`config.mk`:
```
export PLATFORM = sky130hd
export DESIGN_NAME = multicycle_decoder
export DESIGN_NICKNAME = d
export VERILOG_FILES = /design/src/rtl/multicycle_decoder.sv
export SDC_FILE = /design/constraint.sdc
export NUM_CORES = 1
export LEC_CHECK = 0
export ABC_AREA = 1
export CORE_UTILIZATION = 35
export DETAILED_ROUTE_END_ITERATION = 6
export GPL_TIMING_DRIVEN = 0
export PLACE_DENSITY = 0.73
export REMOVE_ABC_BUFFERS = 1
export SLEW_MARGIN = 20
export SYNTH_ARGS = -nofsm -noshare
export SYNTH_HDL_FRONTEND = slang
export SYNTH_SLANG_ARGS = --single-unit
```
`constraint.sdc`:
```
create_clock -name clock -period 1.4 [get_ports clock]
set_clock_uncertainty 0.2 [all_clocks]
set_input_delay 0.28 -clock clock [delete_from_list [all_inputs] [get_ports clock]]
set_output_delay 0.28 -clock clock [all_outputs]
set_load 0.05 [all_outputs]
```
`src/rtl/multicycle_decoder.sv`:
```
// Multicycle control FSM for the ARM subset (DP reg/imm, LDR/STR, B).
// Adds a memory stall handshake, a not-ready timeout fault and condition-gated writes.
module multicycle_decoder #(
  parameter int ALU_CONTROL_WIDTH = 3,
  parameter bit EXTENDED_ALU      = 1'b1,
  parameter int MEMORY_TIMEOUT    = 16
) (
  input  logic                         clock,
  input  logic                         reset_n,
  input  logic [1:0]                   operation_code,
  input  logic [5:0]                   function_id,
  input  logic [3:0]                   destination_register,
  input  logic                         condition_pass,
  input  logic                         memory_ready,
  output logic                         instruction_register_write,
  output logic                         program_counter_write,
  output logic                         address_source,
  output logic                         register_write_enable,
  output logic                         memory_write_enable,
  output logic [1:0]                   result_source,
  output logic                         alu_source_a,
  output logic [1:0]                   alu_source_b,
  output logic [1:0]                   immediate_source,
  output logic [1:0]                   register_source,
  output logic [ALU_CONTROL_WIDTH-1:0] alu_control,
  output logic [1:0]                   flag_write,
  output logic                         fault,
  output logic [3:0]                   state
);

  // state    | meaning
  // FETCH    | read instruction at PC, PC += 4 when memory is ready
  // DECODE   | register read, PC+8 computed, dispatch on opcode
  // MEMADR   | base + offset address for LDR/STR
  // MEMREAD  | wait for load data
  // MEMWB    | write load data to Rd
  // MEMWRITE | store data (condition gated)
  // EXECUTER | DP with register operand
  // EXECUTEI | DP with immediate operand
  // ALUWB    | write ALU result to Rd
  // BRANCH   | PC <- PC+8 + offset (condition gated)
  // FAULT    | sticky halt until reset
  typedef enum logic [3:0] {
    FETCH    = 4'd0,
    DECODE   = 4'd1,
    MEMADR   = 4'd2,
    MEMREAD  = 4'd3,
    MEMWB    = 4'd4,
    MEMWRITE = 4'd5,
    EXECUTER = 4'd6,
    EXECUTEI = 4'd7,
    ALUWB    = 4'd8,
    BRANCH   = 4'd9,
    FAULT    = 4'd15
  } state_t;

  localparam int CNT_W = (MEMORY_TIMEOUT > 1) ? $clog2(MEMORY_TIMEOUT) : 1;
  localparam logic [CNT_W-1:0] CNT_LAST = CNT_W'((MEMORY_TIMEOUT > 0) ? MEMORY_TIMEOUT - 1 : 0);

  state_t           cur_state, next_state;
  logic [CNT_W-1:0] wait_cnt;
  logic             waiting, timeout_hit;

  logic [3:0] cmd;
  logic       s_bit;
  logic       is_add, is_sub, is_and, is_orr, is_eor, is_cmp, is_mov, cmd_ok;
  logic [2:0] alu_sel;

  assign cmd    = function_id[4:1];
  assign s_bit  = function_id[0];
  assign is_add = (cmd == 4'b0100);
  assign is_sub = (cmd == 4'b0010);
  assign is_and = (cmd == 4'b0000);
  assign is_orr = (cmd == 4'b1100);
  assign is_eor = EXTENDED_ALU && (cmd == 4'b0001);
  assign is_cmp = EXTENDED_ALU && (cmd == 4'b1010);
  assign is_mov = EXTENDED_ALU && (cmd == 4'b1101);
  assign cmd_ok = is_add | is_sub | is_and | is_orr | is_eor | is_cmp | is_mov;

  always_comb begin
    alu_sel = 3'b000;
    if (is_sub || is_cmp) alu_sel = 3'b001;
    else if (is_and)      alu_sel = 3'b010;
    else if (is_orr)      alu_sel = 3'b011;
    else if (is_eor)      alu_sel = 3'b100;
    else if (is_mov)      alu_sel = 3'b101;
  end

  // Ready in the last allowed cycle still wins over the timeout.
  assign waiting     = ((cur_state == FETCH) || (cur_state == MEMREAD)) && !memory_ready;
  assign timeout_hit = (MEMORY_TIMEOUT != 0) && waiting && (wait_cnt == CNT_LAST);

  always_ff @(posedge clock or negedge reset_n) begin
    if (!reset_n) begin
      cur_state <= FETCH;
      wait_cnt  <= '0;
    end else begin
      cur_state <= next_state;
      if (waiting && !timeout_hit) wait_cnt <= wait_cnt + 1'b1;
      else                         wait_cnt <= '0;
    end
  end

  always_comb begin
    next_state                 = cur_state;
    instruction_register_write = 1'b0;
    program_counter_write      = 1'b0;
    address_source             = 1'b0;
    register_write_enable      = 1'b0;
    memory_write_enable        = 1'b0;
    result_source              = 2'b00;
    alu_source_a               = 1'b0;
    alu_source_b               = 2'b00;
    immediate_source           = 2'b00;
    register_source            = 2'b00;
    alu_control                = '0;
    flag_write                 = 2'b00;

    if (cur_state != FETCH && cur_state != FAULT) begin
      immediate_source = operation_code;
      register_source  = {operation_code == 2'b10, operation_code == 2'b01};
    end

    case (cur_state)
      FETCH: begin
        alu_source_a  = 1'b1;
        alu_source_b  = 2'b10;
        result_source = 2'b10;
        if (timeout_hit) next_state = FAULT;
        else if (memory_ready) begin
          // Gated by reset_n so nothing is latched while reset is held.
          instruction_register_write = reset_n;
          program_counter_write      = reset_n;
          next_state                 = DECODE;
        end
      end
      DECODE: begin
        alu_source_a  = 1'b1;
        alu_source_b  = 2'b10;
        result_source = 2'b10;
        case (operation_code)
          2'b00:   next_state = !cmd_ok ? FAULT : (function_id[5] ? EXECUTEI : EXECUTER);
          2'b01:   next_state = MEMADR;
          2'b10:   next_state = BRANCH;
          default: next_state = FAULT;
        endcase
      end
      EXECUTER, EXECUTEI: begin
        alu_source_b  = (cur_state == EXECUTEI) ? 2'b01 : 2'b00;
        alu_control   = ALU_CONTROL_WIDTH'(alu_sel);
        flag_write[1] = (s_bit | is_cmp) & condition_pass;
        flag_write[0] = (s_bit | is_cmp) & (is_add | is_sub | is_cmp) & condition_pass;
        next_state    = ALUWB;
      end
      ALUWB: begin
        register_write_enable = condition_pass & !is_cmp;
        program_counter_write = condition_pass & !is_cmp & (destination_register == 4'd15);
        next_state            = FETCH;
      end
      MEMADR: begin
        alu_source_b = 2'b01;
        next_state   = function_id[0] ? MEMREAD : MEMWRITE;
      end
      MEMREAD: begin
        address_source = 1'b1;
        if (timeout_hit)       next_state = FAULT;
        else if (memory_ready) next_state = MEMWB;
      end
      MEMWB: begin
        result_source         = 2'b01;
        register_write_enable = condition_pass;
        program_counter_write = condition_pass & (destination_register == 4'd15);
        next_state            = FETCH;
      end
      MEMWRITE: begin
        address_source      = 1'b1;
        memory_write_enable = condition_pass;
        next_state          = FETCH;
      end
      BRANCH: begin
        alu_source_b          = 2'b01;
        result_source         = 2'b10;
        program_counter_write = condition_pass;
        next_state            = FETCH;
      end
      FAULT:   next_state = FAULT;
      default: next_state = FAULT;
    endcase
  end

  assign fault = (cur_state == FAULT);
  assign state = cur_state;

endmodule

```
After elaboration in Yosys (flattened, before gate mapping):

Cells that the tools add are included.

* muxes and demuxes: 30
* reduce and logical (&&, ||, !) cells: 20
* equality and inequality tests: 23
* bitwise operators: 14
* $add $sub $neg: 1

Operators by type and width (count)
* $eq 4x4->1 const B: 8
* $mux 4: 6
* $pmux 4 s6: 1
* $mux 3: 7
* $eq 4x3->1 const B: 5
* $eq 4x2->1 const B: 3
* $pmux 4 s3: 1
* $eq 4x1->1 const B: 2
* $logic_not 4->1: 2
* $mux 1: 8
* $or 1x1->1: 8
* $reduce_or 2->1: 4
* $and 1x1->1: 6
* $mux 2: 3
* $ne 3x3->1 const B: 2
* $pmux 2 s3: 1
* $add 4x1->4 const B: 1
* $logic_and 1x1->1: 4
* $ne 4x4->1 const B: 1
* $pmux 1 s4: 1
* $pmux 2 s2: 1
* $reduce_bool 4->1: 1
* $reduce_or 4->1: 1
* $logic_not 1->1: 3
* 7 further kinds: 8

* flip-flop bits (word level): 8
* word-level logic and storage cells: 90
* output and inout port bits: 24
* input port bits: 16

Depth between registers and ports, before layout:

Gate-level depths: netlist of run 1.

* depth after elaboration: 10
* gate-level depth with buffers: 12
* gate-level depth less buffers: 12

Least setup slack after synthesis of run 1:

OpenSTA, ideal clock, no wires.

* path kind: register to output
* from: reg cur_state[2] (netlist: state[2])
* to: out flag_write[0]
* path buffers: 0
* cell stages (with the launch flop): 6
* data required time: 920 ps
* path slack: -2082 ps
* arrival: 3002 ps
* cell sequence: dfrtp_1 nand2_1 inv_1 nand2_1 a211oi_2 a21boi_0

* cells in the longest elaborated chain, start to end: 3

Ends and longest elaborated chain
* from (decl): RTL line 60 `state_t cur_state, next_state;`
* from (signal assigned): RTL line 98 `cur_state <= next_state;`
* $eq 4x3->1: RTL line 124 `case (cur_state)`
* $reduce_or 2->1 (*): RTL line 124
* $mux 2 (*): RTL line 124
* to (decl): RTL line 26 `output logic [1:0] flag_write,`

Mark *: on every way between the ends. The rest lies on a longest branch, timed or not.

Worst setup path after layout of run 1:

* from: reg cur_state[2] (netlist: state[2])
* to: out alu_source_b[0]

* cells in the longest elaborated chain, start to end: 3

Ends and longest elaborated chain
* $eq 4x3->1, or another cell as far along: RTL line 124, 149
* $mux 1, or another cell as far along: RTL line 149 `alu_source_b = (cur_state == EXECUTEI) ? 2'b01 : 2'b00;`
* $pmux 2 s3 (*): RTL line 124
* to (decl): RTL line 22 `output logic [1:0] alu_source_b,`

Marked as above.

==> results of run 1 <==
[state kept, by name, indices dropped and copies added, names as in the netlist]
| register | cells |
|---|---|
| wait_cnt | 4 |
| state | 4 |
[cells by family after synthesis]
group                    synth area share, %
AO/OA/AOI/OAI                           10.5
flip-flops                              24.1
buffers and inverters                   13.6
XOR/XNOR                                1.05
AND/OR/NAND/NOR                         43.2
adder cells (fa/ha/maj)                 7.53
[worst max path at each step]
stage,slack [ns],start,depth (start not counted),end
2_1_floorplan,-2.08,state[2],5,flag_write[0]
4_1_cts,-0.64,state[3],7,flag_write[0]
3_3_place_gp,-1.45,function_id[2],5,flag_write[0]
5_1_grt,-0.77,state[2],6,alu_source_b[0]
3_5_place_dp,-1.49,function_id[2],5,flag_write[0]
6_report,-0.76,state[2],6,alu_source_b[0]
[final cells by class]
type / instances / area [µm²]
Inverter: 28 / 110
Clock buffer: 3 / 22.5
Multi-Input combinational cell: 100 / 734
Sequential cell: 8 / 205
Tap cell: 28 / 35.0
Timing Repair Buffer: 76 / 712
Fill cell: 135 / 414
[placed cells by master (no fill, tap or decap), types with 2 or more instances in the layout]
master           netlist  final
a21oi_1                4      3
buf_4                  1     31
buf_6                  0     22
buf_8                  0      5
clkbuf_2               0      2
clkbuf_4               0      4
clkdlybuf4s50_1        0      8
dfrtp_1                8      4
dfrtp_2                0      4
dlygate4sd2_1          0      5
ha_1                   5      5
inv_1                 27     15
inv_2                  1     11
inv_4                  0      2
nand2_1               32     21
nand2_2                1      3
nand2_4                1      9
nand3_1                5      4
nand3_2                1      2
nand4_1                5      5
nor2_1                28     19
nor2_2                 1      6
nor2_4                 1      5
nor4_4                 0      2
o21ai_1                0      3
o21ai_4                0      2
[power by group through the flow]
| stage | Combinational, mW | Sequential (mW) | Clock [mW] |
|---|---|---|---|
| 6_report | 0.107 | 0.232 | 0.160 |
| 5_1_grt | 0.114 | 0.231 | 0.178 |
| 4_1_cts | 0.0923 | 0.232 | 0.171 |
| 3_5_place_dp | 0.0902 | 0.235 | 0 |
| 3_3_place_gp | 0.0886 | 0.235 | 0 |
| 2_1_floorplan | 0.0293 | 0.236 | 0 |
[per-layer routing]
metal / GRT usage [%] / wire length [µm] / up-vias
li1: - / - / 592
met1: 27.7 / 1540 / 623
met2: 49.8 / 2150 / 87
met3: 6.06 / 320 / 35
met4: 9.26 / 285 / 0
met5: 0 / 0 / -
[stage by stage]
step	setup slack, ns	utilization [%]	setup TNS (ns)
floorplan	-2.08	-	-22.94
global placement	-1.45	55.9	-23.82
detailed placement	-1.49	55.9	-24.63
CTS	-0.641	70.1	-11.24
global route	-0.769	81.5	-16.11
finish	-0.761	81.5	-14.84
[repair_timing]
action / CTS / global route
hold buffers: 1 / 0
resized for setup: 213 / 49
endpoints found under the setup margin: 32 / 32
hold endpoints to repair: 8 / 0
cloned: 0 / 0
pin swaps: 9 / 17
setup buffers: 19 / 17
==> qor.csv, run 1 <==
metric,value,unit
status,finished with violations,
violations,negative setup slack,
fin_cells,243,
clkTransAtPathRegs,0.05,ns
ys_seq_elements,8,
slowest_delay,0.46,ns
routed_via_density,5.50,
grt_pass1_wl,5110,µm
vias,1337,
antenna_found_initial,0,
wirelength,4300,µm
ys_seq_area_share,24.1,%
worstSetupEndpointType,output port,
setup_viol,31,
p_sw_share,24.9,%
layout-drive-gt1-share,54.9,%
hold_path_class,register to register,
rsz0062_at_grt,yes,
initialDrtViolationCount,51,
num_rows,17,
synth_edf_count,0,
clockRootBuffer,clkbuf_4,
min_to,wait_cnt[0],
synth_area,831,µm²
path_cells,nor2_4 > nand2_1 > nor2_2 > nor2_1 > o21ai_1 > buf_6,
fmax,463,MHz
post-route-drc-count,0,
total_power,0.498,mW
io_pins,40,
clk_path_buf_depth,2,
fp.dieH,50.7,µm
synth_area_leaders,"dfrtp_1 (24%), nand2_1 (14%), nor2_1 (13%)",
slowest_stage,dfrtp_2,
n_antenna_cell,0,
syn_inst,137,
finalCritPeriodShare,154,%
cts_tree,done,
ys_async_sr_fraction,100,%
groute.usage.overall,26.2,%
io_buffers,39,
htreeDepth,1,
start_kind,register,
dr.pass1.iters,4,
netlist-cell-type-count,25,
whs_path_depth,1,
fin_nets,238,
required,0.92,ns
grt_overflow,0,
vdd_drop_max,0.619,mV
synth_top_area_share,24.1,%
rrSetupSlack,-0.43,ns
period_minus_slack,2.16,ns
leakage,0.929,nW
start_util,37.2,%
power_frac_clock,32.1,%
p_per_area,274,nW/µm²
max_slew.worst_pin.slew,0.428,ns
grt_pass1_vias,1186,
drv_slew,0,
die_w,50.7,µm
maxCapViolCount,0,
gp_congestion,0.868,
hold_violations,0,
relSlewSlack,71.4,%
yosysWarnings,0,
cp_top_family,simple AND/OR/NAND/NOR gates,
timing.rr.start,state[1],
reg2reg_depth,8,
die_area,2570,µm²
crit-reg2reg-capture,state[2],
synth.most_common_cell,nand2_1,
power_switching,0.124,mW
ys.flop_type,dfrtp_1,
cts.sinks,8,
synth.avg_cell_area,6.06,µm²
syn_to_final_growth,119,%
cp.arrival,1.68,ns
place_area,1250,µm²
grt_start_max_net_pins,9,
internal-power,0.374,mW
yosys.area.top_type,dfrtp_1,
cts_buffers,3,
crit_type,register to output port,
power.share.combinational,21.4,%
cp_num_buf_inv,1,
pwr-share-seq,46.5,%
synth_commonest_cells,"nand2_1 (32), nor2_1 (28), inv_1 (27), dfrtp_1 (8)",
dp.cells,203,
postLayoutSetupSlackWorst,-0.761,ns
fin_area,1820,µm²
clk_latency,0.24,ns
hold_ws,0.262,ns
dp_hpwl,1900,µm
worstHoldStart,wait_cnt[0],
final_antenna_net_count,0,
routedWlPerCell,17.7,µm
coreArea,2230,µm²
cp_max_fo,5,
Note: power is estimated with default switching activity, not from simulation.
==> inputs of run 2 (changes only) <==
--- a/config.mk
+++ b/config.mk
@@ -6,6 +6,7 @@
 export NUM_CORES = 1
 export LEC_CHECK = 0
 export ABC_AREA = 1
+export ABC_CLOCK_PERIOD_IN_PS = 1400
 export CORE_UTILIZATION = 35
 export DETAILED_ROUTE_END_ITERATION = 6
 export GPL_TIMING_DRIVEN = 0
==> results of run 2 <==
Final layout, timing and power as in run 1 (identical DEF).
